File: config.mk
export PLATFORM = sky130hd
export DESIGN_NAME = fetch_predict_ctrl
export DESIGN_NICKNAME = d
export VERILOG_FILES = /design/src/rtl/fetch_predict_ctrl.sv
export SDC_FILE = /design/constraint.sdc
export NUM_CORES = 1
export LEC_CHECK = 0
export ABC_AREA = 1
export BUFFER_PORTS_ARGS = -buffer_cell sky130_fd_sc_hd__buf_2
export CELL_PAD_IN_SITES_DETAIL_PLACEMENT = 0
export CELL_PAD_IN_SITES_GLOBAL_PLACEMENT = 1
export CORE_MARGIN = 5
export CORE_UTILIZATION = 43
export CTS_BUF_LIST = sky130_fd_sc_hd__clkbuf_4 sky130_fd_sc_hd__clkbuf_8
export CTS_CLUSTER_SIZE = 25
export DETAILED_ROUTE_END_ITERATION = 8
export PLACE_DENSITY_LB_ADDON = 0.15
export SETUP_SLACK_MARGIN = 0.4
export SYNTH_ARGS = -nofsm -noshare
export SYNTH_HDL_FRONTEND = slang
export SYNTH_SLANG_ARGS = --single-unit
export TNS_END_PERCENT = 100
File: constraint.sdc
create_clock -name clk -period 2.3 [get_ports clk]
set_clock_uncertainty 0.05 [all_clocks]
set_input_delay 0.23 -clock clk [delete_from_list [all_inputs] [get_ports clk]]
set_output_delay 0.23 -clock clk [all_outputs]
set_load 0.02 [all_outputs]
File: src/rtl/fetch_predict_ctrl.sv
// Fetch next-PC controller: gates BTB hits with a 2-bit BHT, carries predictions F->D->E, resolves in E.
// Zero-bubble correct taken redirect, two-bubble mispredict; stalls hold F/D and bubble E, flush beats stall.
module fetch_predict_ctrl #(
    parameter int          W_PC     = 8,
    parameter int          N_BHT    = 16,
    parameter logic [31:0] RESET_PC = 32'h0
) (
    input  logic            clk,
    input  logic            reset,
    input  logic            stallF,
    input  logic            stallD,
    input  logic            btb_hit,
    input  logic [31:0]     btb_bta,
    input  logic            branchE,
    input  logic            branchTakenE,
    input  logic [31:0]     aluBranchAddress,
    output logic [31:0]     pcF,
    output logic [W_PC-1:0] btb_pc,
    output logic            predictTakenF,
    output logic            branchPredictedE,
    output logic [31:0]     pcOfAluBranchAddress,
    output logic            mispredictE,
    output logic            flushD,
    output logic            flushE,
    output logic [15:0]     mispredictCount
);
    localparam int IW = $clog2(N_BHT);

    typedef struct packed {
        logic          valid;
        logic [31:0]   pc;
        logic          pred;
        logic [31:0]   predBta;
        logic [IW-1:0] bhtIdx;
    } stage_t;

    stage_t        regD;
    stage_t        regE;
    logic [1:0]    bht [N_BHT];
    logic [IW-1:0] idxF;
    logic [31:0]   pcPlus4E;
    logic [31:0]   recoveryPc;
    logic [31:0]   pcNext;
    logic          wrongTarget;

    assign idxF          = pcF[IW+1:2];
    assign btb_pc        = pcF[W_PC-1:0];
    assign predictTakenF = btb_hit & bht[idxF][1];

    assign pcPlus4E             = regE.pc + 32'd4;
    assign pcOfAluBranchAddress = pcPlus4E;
    assign branchPredictedE     = regE.valid & regE.pred;

    // A predicted-taken branch that goes elsewhere is as wrong as a direction miss.
    assign wrongTarget = branchTakenE & regE.pred & (regE.predBta != aluBranchAddress);
    assign mispredictE = regE.valid & branchE & ((branchTakenE != regE.pred) | wrongTarget);
    assign flushD      = mispredictE;
    assign flushE      = mispredictE;
    assign recoveryPc  = branchTakenE ? aluBranchAddress : pcPlus4E;

    always_comb begin
        pcNext = pcF + 32'd4;
        if (mispredictE) begin
            pcNext = recoveryPc;
        end else if (stallF) begin
            pcNext = pcF;
        end else if (predictTakenF) begin
            pcNext = btb_bta;
        end
    end

    always_ff @(posedge clk) begin
        if (reset) begin
            pcF             <= RESET_PC;
            regD            <= '0;
            regE            <= '0;
            mispredictCount <= 16'd0;
            for (int i = 0; i < N_BHT; i++) begin
                bht[i] <= 2'b01;
            end
        end else begin
            pcF <= pcNext;

            if (flushD) begin
                regD.valid <= 1'b0;
            end else if (!stallD) begin
                regD <= '{valid: 1'b1, pc: pcF, pred: predictTakenF, predBta: btb_bta, bhtIdx: idxF};
            end

            if (flushE || stallD) begin
                regE.valid <= 1'b0;
            end else begin
                regE <= regD;
            end

            if (mispredictE && mispredictCount != 16'hFFFF) begin
                mispredictCount <= mispredictCount + 16'd1;
            end

            // Same-cycle F reads of this index see the old counter value.
            if (regE.valid && branchE) begin
                if (branchTakenE) begin
                    if (bht[regE.bhtIdx] != 2'b11) begin
                        bht[regE.bhtIdx] <= bht[regE.bhtIdx] + 2'b01;
                    end
                end else if (bht[regE.bhtIdx] != 2'b00) begin
                    bht[regE.bhtIdx] <= bht[regE.bhtIdx] - 2'b01;
                end
            end
        end
    end
endmodule

## Word-level counts from Yosys, hierarchy flattened

Memory sizes are Yosys's and may differ from the RTL's. A register that Yosys moved wholly into a read port is not among the register bits.
Cells that the tools add are included.

- Bits of input ports: 71
- Register bits after elaboration: 188
- Memories: 1
- Memory bits (writable): 32
- Output and inout port bits: 93

- Equality and inequality tests: 5
- Bitwise gates (word level): 10
- Mux-type cells: 24
- Add/sub/neg operators: 5
- Reduce and logical (&&, ||, !) cells: 8

Memories:

| memory | words | bits a word | read ports | clocked after memory_dff | write ports | line | source |
|---|---|---|---|---|---|---|---|
| bht | 16 | 2 | 2 | 2 | 16 | 39 | `logic [1:0] bht [N_BHT];` |

Operator list:

| operator | count |
|---|---|
| 32-bit 2-to-1 mux | 4 |
| 32-bit by 3-bit adder with 32-bit output, second input constant | 2 |
| 32-bit != test | 1 |
| 4-bit 2-to-1 mux | 5 |
| 16-bit by 1-bit adder with 16-bit output, second input constant | 1 |
| 16-bit != test, second input constant | 1 |
| 1-bit 2-to-1 mux | 13 |
| 1-bit AND | 6 |
| 2-bit OR reduction | 3 |
| 2-bit 2-to-1 mux | 2 |
| 2-bit by 1-bit adder with 2-bit output, second input constant | 1 |
| 1-bit logical AND | 2 |
| 2-bit by 1-bit != test with 1-bit output, second input constant | 1 |
| 2-bit != test, second input constant | 1 |
| 1-bit NOT | 2 |
| 1-bit OR | 2 |
| 2-bit AND reduction | 1 |
| 2-bit nonzero test | 1 |
| 2-bit by 1-bit subtractor with 2-bit output, second input constant | 1 |
| 1-bit logical OR | 1 |
| 1-bit != test | 1 |

## Logic depth before layout (Yosys ltp)

Gate-level depths: netlist of run 1.

- Depth after elaboration: 9
- Depth in mapped cells: 17

## Least setup slack after synthesis of run 1

OpenSTA, ideal clock, no wires.

- Kind: reg2reg
- From: register regE[39] (netlist name)
- To: register pcF[20]
- Library setup time: 0.057 ns
- Arrival: 1.978 ns
- Cell stages (with the launch flop): 14
- Path slack: 0.215 ns
- Path through: dfxtp_1 ha_1 buf_2 inv_2 nor2_4 nand4_2 nor2_1 xor2_1 nand2_1 nand2_1 nand2_1 nand3_1 nand2_1 inv_1

- Longest elaborated chain between the ends: 3

RTL lines:

| what | line | source |
|---|---|---|
| start: declaration | 38 | `stage_t regE;` |
| start signal: assignment | 93 | `regE <= regD;` |
| 32-bit by 3-bit adder with 32-bit output | 50 | `assign pcPlus4E = regE.pc + 32'd4;` |
| via pcOfAluBranchAddress[20] | 21 | `output logic [31:0] pcOfAluBranchAddress,` |
| 32-bit 2-to-1 mux | 59 | `assign recoveryPc = branchTakenE ? aluBranchAddress : pcPlus4E;` |
| 32-bit 2-to-1 mux | 63 | `if (mispredictE) begin` |
| end signal: assignment | 82 | `pcF <= pcNext;` |
| end: declaration | 17 | `output logic [31:0] pcF,` |

The timed path passes the listed nets, and every way through them passes these cells.
A chain may end at the register's enable or synchronous reset.

## Final worst setup path of run 1

- From: register regE[20] (netlist name)
- To: register regD[59] (netlist name)

- Longest elaborated chain between the ends: 6

RTL lines:

| what | line | source |
|---|---|---|
| 32-bit != test | 55 | `assign wrongTarget = branchTakenE & regE.pred & (regE.predBta != aluBranchAddress);` |
| 1-bit AND | 55 |  |
| 1-bit OR | 56 | `assign mispredictE = regE.valid & branchE & ((branchTakenE != regE.pred) \| wrongTarget);` |
| 1-bit AND | 56 |  |
| 1-bit NOT (no source line) | - |  |
| 2-bit AND reduction (no source line) | - |  |
| end signal: assignment | 87 | `regD <= '{valid: 1'b1, pc: pcF, pred: predictTakenF, predBta: btb_bta, bhtIdx: idxF};` |
| end: declaration | 37 | `stage_t regD;` |

No other way between the ends.

==> results.toml, run 1 <==
[clocking]
clk_pin_slew_ns = 0.06
cts.sinks = 220
clock-root-buffer = "clkbuf_8"
cts.htree.levels = 2
cts_buffer_depth = 3
cts_buffers = 39
cts_tree = "done"
insertion_delay_ns = 0.57

[finish]
drive_gt1_share_pct = 46.3
seq_area_mm2 = 0.00482
multi_input_area_mm2 = 0.00914
syn_to_final_growth_pct = 64.9
nFillCells = 2221
final_nets = 2224
n_antenna_cell = 0

[power_and_ir_drop]
power.density_mw_per_mm2 = 513
peakVddDrop_mv = 0.437
p_leak_nw = 8.84
power.total_mw = 10.4

[timing]
finalCriticalPeriod_ns = 2.45
grt_setup_unrepaired = "true"
relSlewSlack_pct = 35.0
fmax_mhz = 409
finalCritPeriodShare_pct = 106
finalWorstSetupSlack_ns = -0.148
tightest_slew_ns = 0.971
tns_ns = -10.80
slew_violations = 0
setup_viol_count_final = 177
hold_viol = 0

[floorplanning]
die_area_mm2 = 0.0321
chipHeight_um = 179
start_util_pct = 43.3
io_pins = 164
core.rowCount = 62
die_w_um = 179
core_area_mm2 = 0.0285

[setup_path]
path_cells = "xnor2_1, nand2_1, nor2_1, nand2_1, nor2_2, nand2_1, nand2_2, nand2_4, nand2_8, buf_6, buf_12, buf_8, buf_12, buf_12, buf_8, nand3_2, a21oi_1"
start_kind = "flip-flop"
cpPeakStageDelay_ns = 0.34
cp_max_fo = 7
cp_slowest_cell = "dfxtp_2"
path_class = "flip-flop to flip-flop"
cp.arrival_ns = 2.86
end_kind = "flip-flop"
crit_required_ns = 2.71
cp_top_family = "simple AND/OR/NAND/NOR gates"
crit_buf_inv = 6

[routing]
wl_per_cell_um = 22.0
ant_nets = 0
viasPerCell = 5.69
dr.pass1.iters = 6
vias = 14600
wl_um = 56300
drc_errors = 0
drt_iter0_drc = 1534

[placement]
dp_hpwl_um = 33800
gp_congestion = 0.999
portBuffers = 163

[run_status]
status = "finished with violations"
violations = "negative setup slack"

[yosys]
synth-async-reset-ratio_pct = 0
ys_seq_area_share_pct = 38.4
syn_nets = 1873
syn_inst = 1795
synth.top_cell.area_share_pct = 30.6
ys_top_cells_by_count = "534 x nand2_1, 236 x nand3_1, 188 x dfxtp_1"
synth_top_area_cell = "dfxtp_1"
ys_seq_elements = 220
ys_top_cells_by_area = "dfxtp_1 31%, nand2_1 16%, nand3_1 9.6%"
post-synth-top-count-cell = "nand2_1"
synth_ff_type = "dfxtp_1"
yosys_warnings = 0
postSynthAreaPerCell_um2 = 6.86
yosysUniqueCellTypes = 44
synth_edf_count = 32
syn-cell-area_mm2 = 0.0123

[grt]
grt_pass1_wl_um = 78000
grt_pass1_vias = 13400
grt_usage_pct = 31.9
antenna_found_initial = 1
grt_overflow = 0
grt_max_degree = 61

[run]
drv_cap = 0

[hold_path]
worstHoldPathType = "input pin to flip-flop"
## kinds of logic (layout without fill, tap and decap cells)
| logic type | Yosys count | in the layout | synth area share, % |
|---|---|---|---|
| compound gates | 220 | 220 | 9.27 |
| flops | 220 | 220 | 38.4 |
| xor+xnor | 79 | 79 | 5.62 |
| fa+ha+maj | 7 | 7 | 0.711 |
| buf+inv | 249 | 625 | 9.71 |
| mux | 4 | 4 | 0.325 |
| simple gates | 1016 | 1019 | 36.0 |
## area by class of cell
class	count	area share [%]
multi-input combinational	1329	45.0
sequential	220	23.8
timing repair buffer	424	22.3
clock buffer	64	3.78
inverter	131	2.58
tap	384	2.37
clock inverter	5	0.148
timing repair inverter	1	0.0431
## state kept, by name (all words and copies together), names as in the netlist, named ones only
register,count
bht,32
pcF,32
regD,66
mispredictCount,16
regE,66
## through the flow
stage	utilization, %	setup slack [ns]	cell area, um^2	instances	hold slack, ns
floorplan	-	0.377	12400	1795	0.278
global placement	48.7	0.0692	13900	2307	0.399
detailed placement	48.7	0.0805	13900	2307	0.403
CTS	63.4	-0.0737	18000	2523	0.0848
global route	71.3	-0.256	20300	2558	0.171
finish	71.3	-0.148	20300	2558	0.116
## final timing paths
path,start,endpoint,slack [ns],depth (start not counted)
worst max-delay path,regE[20]$_SDFFE_PP0N_,regD[59]$_SDFFE_PP0P_,-0.15,17
worst min register to register,regD[33]$_SDFFE_PP0P_,regD[33]$_SDFFE_PP0P_,0.42,2
worst min-delay path,aluBranchAddress[8],pcF[8]$_SDFFE_PP0P_,0.12,7
worst max register to register,regE[20]$_SDFFE_PP0N_,regD[59]$_SDFFE_PP0P_,-0.15,17
## per-layer routing
layer  track usage (%)  wire length, um
met5                 0                7
met4              16.9             4040
met3              5.23             5210
met2              49.7            25500
met1              42.3            21500
## power breakdown
group / internal, mW / leakage [nW] / total, mW / switching, mW
clock: 2.11 / 0.428 / 3.80 / 1.69
sequential: 4.05 / 1.83 / 4.25 / 0.206
combinational: 0.964 / 6.58 / 2.37 / 1.40
## tightest hold or removal path, cell delays in order
cell,delay [ns]
buf_2,0.10
nand2_1,0.07
nand2_1,0.06
nand2_1,0.07
nand3_1,0.08
nand2_1,0.05
inv_1,0.04
## cell usage in the layout (no fill, tap or decap), drive strengths merged, types with 3 or more instances in the layout
| cell type | n |
|---|---|
| buf | 378 |
| dlygate4sd3 | 34 |
| nand2 | 550 |
| clkbuf | 76 |
| o211ai | 8 |
| nand3 | 240 |
| a21oi | 156 |
| a21boi | 3 |
| or2 | 4 |
| nor3 | 28 |
| clkinv | 4 |
| xnor2 | 42 |
| mux2i | 4 |
| edfxtp | 32 |
| inv | 132 |
| o21ai | 50 |
| dfxtp | 188 |
| nand3b | 12 |
| xor2 | 37 |
| nor2 | 155 |
| nand4 | 26 |
| ha | 7 |
## timing repair
action	4_1_cts	5_1_grt
endpoints found under the hold margin	45	0
hold buffers	34	0
cloned	35	15
setup buffers	78	20
gates resized for setup	408	457
endpoints found under the setup margin	276	285
pin swaps	122	119
Power figures use the tool's default switching activity.
==> run 2, diff against run 1 <==
Settings changed: REMOVE_ABC_BUFFERS set to 1.
==> run 2 against run 1 <==
  * The run still ends with negative setup slack left
  * Utilization increased by 1.2 points
  * Die area unchanged
  * Critical path depth increased by 1
  * Worst hold slack got worse by 0.091 ns
  * Count of clock-buffer cells in the layout increased by 6
  * Worst setup slack got worse by 0.089 ns
  * Sequential power about the same
  * Largest power group unchanged
  * Register-to-register slack got worse by 0.09 ns
  * Final cell count increased by 0.90%
  * Sequential share of layout area decreased by 0.43 points
  * Critical path type unchanged
  * Via count decreased by 2.3%
==> results.toml, run 2 (synthesis gave the netlist of run 1 again) <==
[run_status]
status = "finished with violations"
violations = "negative setup slack"

[clocking]
cts.sinks = 220
cts_buffers = 42
cts.htree.levels = 2
clk_pin_slew_ns = 0.06
cts_tree = "done"
clock-root-buffer = "clkbuf_8"
insertion_delay_ns = 0.56
cts_buffer_depth = 3

[timing]
tightest_slew_ns = 1.10
setup_viol_count_final = 190
fmax_mhz = 394
finalWorstSetupSlack_ns = -0.237
finalCriticalPeriod_ns = 2.54
finalCritPeriodShare_pct = 110
relSlewSlack_pct = 26.1
slew_violations = 0
hold_viol = 0
tns_ns = -19.36
grt_setup_unrepaired = "true"

[routing]
ant_nets = 0
vias = 14200
wl_um = 53900
wl_per_cell_um = 20.9
dr.pass1.iters = 7
viasPerCell = 5.51
drt_iter0_drc = 1288
drc_errors = 0

[setup_path]
start_kind = "flip-flop"
cp_top_family = "simple AND/OR/NAND/NOR gates"
crit_required_ns = 2.71
cp_common_cell = "nand2_2"
path_class = "flip-flop to flip-flop"
cp_slowest_cell = "dfxtp_2"
cp.arrival_ns = 2.95
path_cells = "xnor2_2, nand2_2, nor2_4, nand2_2, nor2_4, nand2_2, nand2_2, nand2_4, nand2_8, buf_8, buf_6, buf_16, buf_12, buf_8, buf_12, buf_16, nand3_2, a21oi_2"
cp_max_fo = 6
crit_buf_inv = 7
end_kind = "flip-flop"
cpPeakStageDelay_ns = 0.33

[floorplanning]
die_area_mm2 = 0.0321
io_pins = 164
core_area_mm2 = 0.0285
start_util_pct = 43.3
core.rowCount = 62
chipHeight_um = 179
die_w_um = 179

[finish]
final_nets = 2243
top_regs = "regD: 66 flops, regE: 66 flops"
syn_to_final_growth_pct = 67.7
drive_gt1_share_pct = 45.1
final_common_cell = "nand2_1"
final_cell_mix = "391 x nand2_1, 150 x dfxtp_1, 131 x buf_2, 117 x nand3_1, 115 x inv_1"
n_antenna_cell = 0

[grt]
grt_overflow = 0
antenna_found_initial = 0
grt_usage_pct = 30.4
grt_pass1_wl_um = 76000
grt_max_degree = 127
grt_pass1_vias = 13400

[power_and_ir_drop]
peakVddDrop_mv = 0.445
power.density_mw_per_mm2 = 513
p_leak_nw = 8.77

[placement]
dp_hpwl_um = 28600
pre_cts_slack_ns = -0.137
gp_congestion = 0.905
portBuffers = 163

[run]
drv_cap = 0

[hold_path]
worstHoldPathType = "input pin to flip-flop"
-- run 2: cell count changes in the layout (fill, tap and decap cells not counted), moves of 9 or more --
cell and change:
a21oi_1 +56, a21oi_2 -57, buf_12 +18, buf_4 -18, buf_6 +25, dfxtp_1 +9, dfxtp_2 -10, nand2_1 +36
nand2_4 -40, nand3_1 -44, nand3_2 +49
-- run 2: power by group --
part / total (mW) / internal [mW] / switching [mW]
sequential: 4.23 / 4.04 / 0.182
clock: 4.17 / 2.36 / 1.81
combinational: 2.20 / 0.923 / 1.28
total: 10.6 / 7.33 / 3.27
-- run 2: what timing repair did --
action / in CTS / in global routing
gates resized for setup: 438 / 403
endpoints found under the setup margin: 284 / 285
hold endpoints to repair: 41 / 0
buffers inserted: 71 / 48
pin swaps: 125 / 175
hold buffers: 33 / 0
cloned: 40 / 9
-- run 2: per-stage QoR --
step	cells	util [%]	hold WS [ns]	power, mW	cell area, um^2
floorplan	1677	-	0.249	5.04	11600
global placement	2304	48.3	0.398	5.69	13700
detailed placement	2304	48.3	0.402	5.71	13700
CTS	2524	64.5	0.00385	10.3	18400
global route	2581	72.5	0.0483	11.0	20600
finish	2581	72.5	0.0255	10.6	20600
-- run 2: worst paths after layout --
path                         start                    end  slack, ns  cells after the start
max           regE[5]$_SDFFE_PP0N_  regD[41]$_SDFFE_PP0P_      -0.24                     18
min           aluBranchAddress[20]   pcF[20]$_SDFFE_PP0P_       0.03                      7
max reg2reg   regE[5]$_SDFFE_PP0N_  regD[41]$_SDFFE_PP0P_      -0.24                     18
min reg2reg  regD[15]$_SDFFE_PP0P_  regD[15]$_SDFFE_PP0P_       0.42                      2
-- run 2: worst register-to-register path: cells and delay by family (launching register included) --
family                    cells  cell delay, ns
and+or+nand+nor               9            0.93
AOI/OAI and AO/OA             1            0.14
xor gates and xnor gates      1            0.17
DFF                           1            0.33
buffers and inverters         7            0.82
-- run 2: area by class of cell --
type | count | area, um^2
multi-input cells | 1328 | 8930
fillers | 2117 | 7820
repair buffers | 441 | 4990
flip-flops and latches | 220 | 4810
clock buffers | 70 | 863
inverters | 131 | 537
well taps | 384 | 480
clock inverters | 6 | 30.0
repair inverters | 1 | 8.76
-- run 2: layer usage --
metal	vias up	wire length (um)	global-route usage, %
li1	6604	-	-
met1	6876	22100	40.6
met2	607	25600	50.4
met3	140	4070	4.98
met4	0	2140	9.81
met5	-	0	0
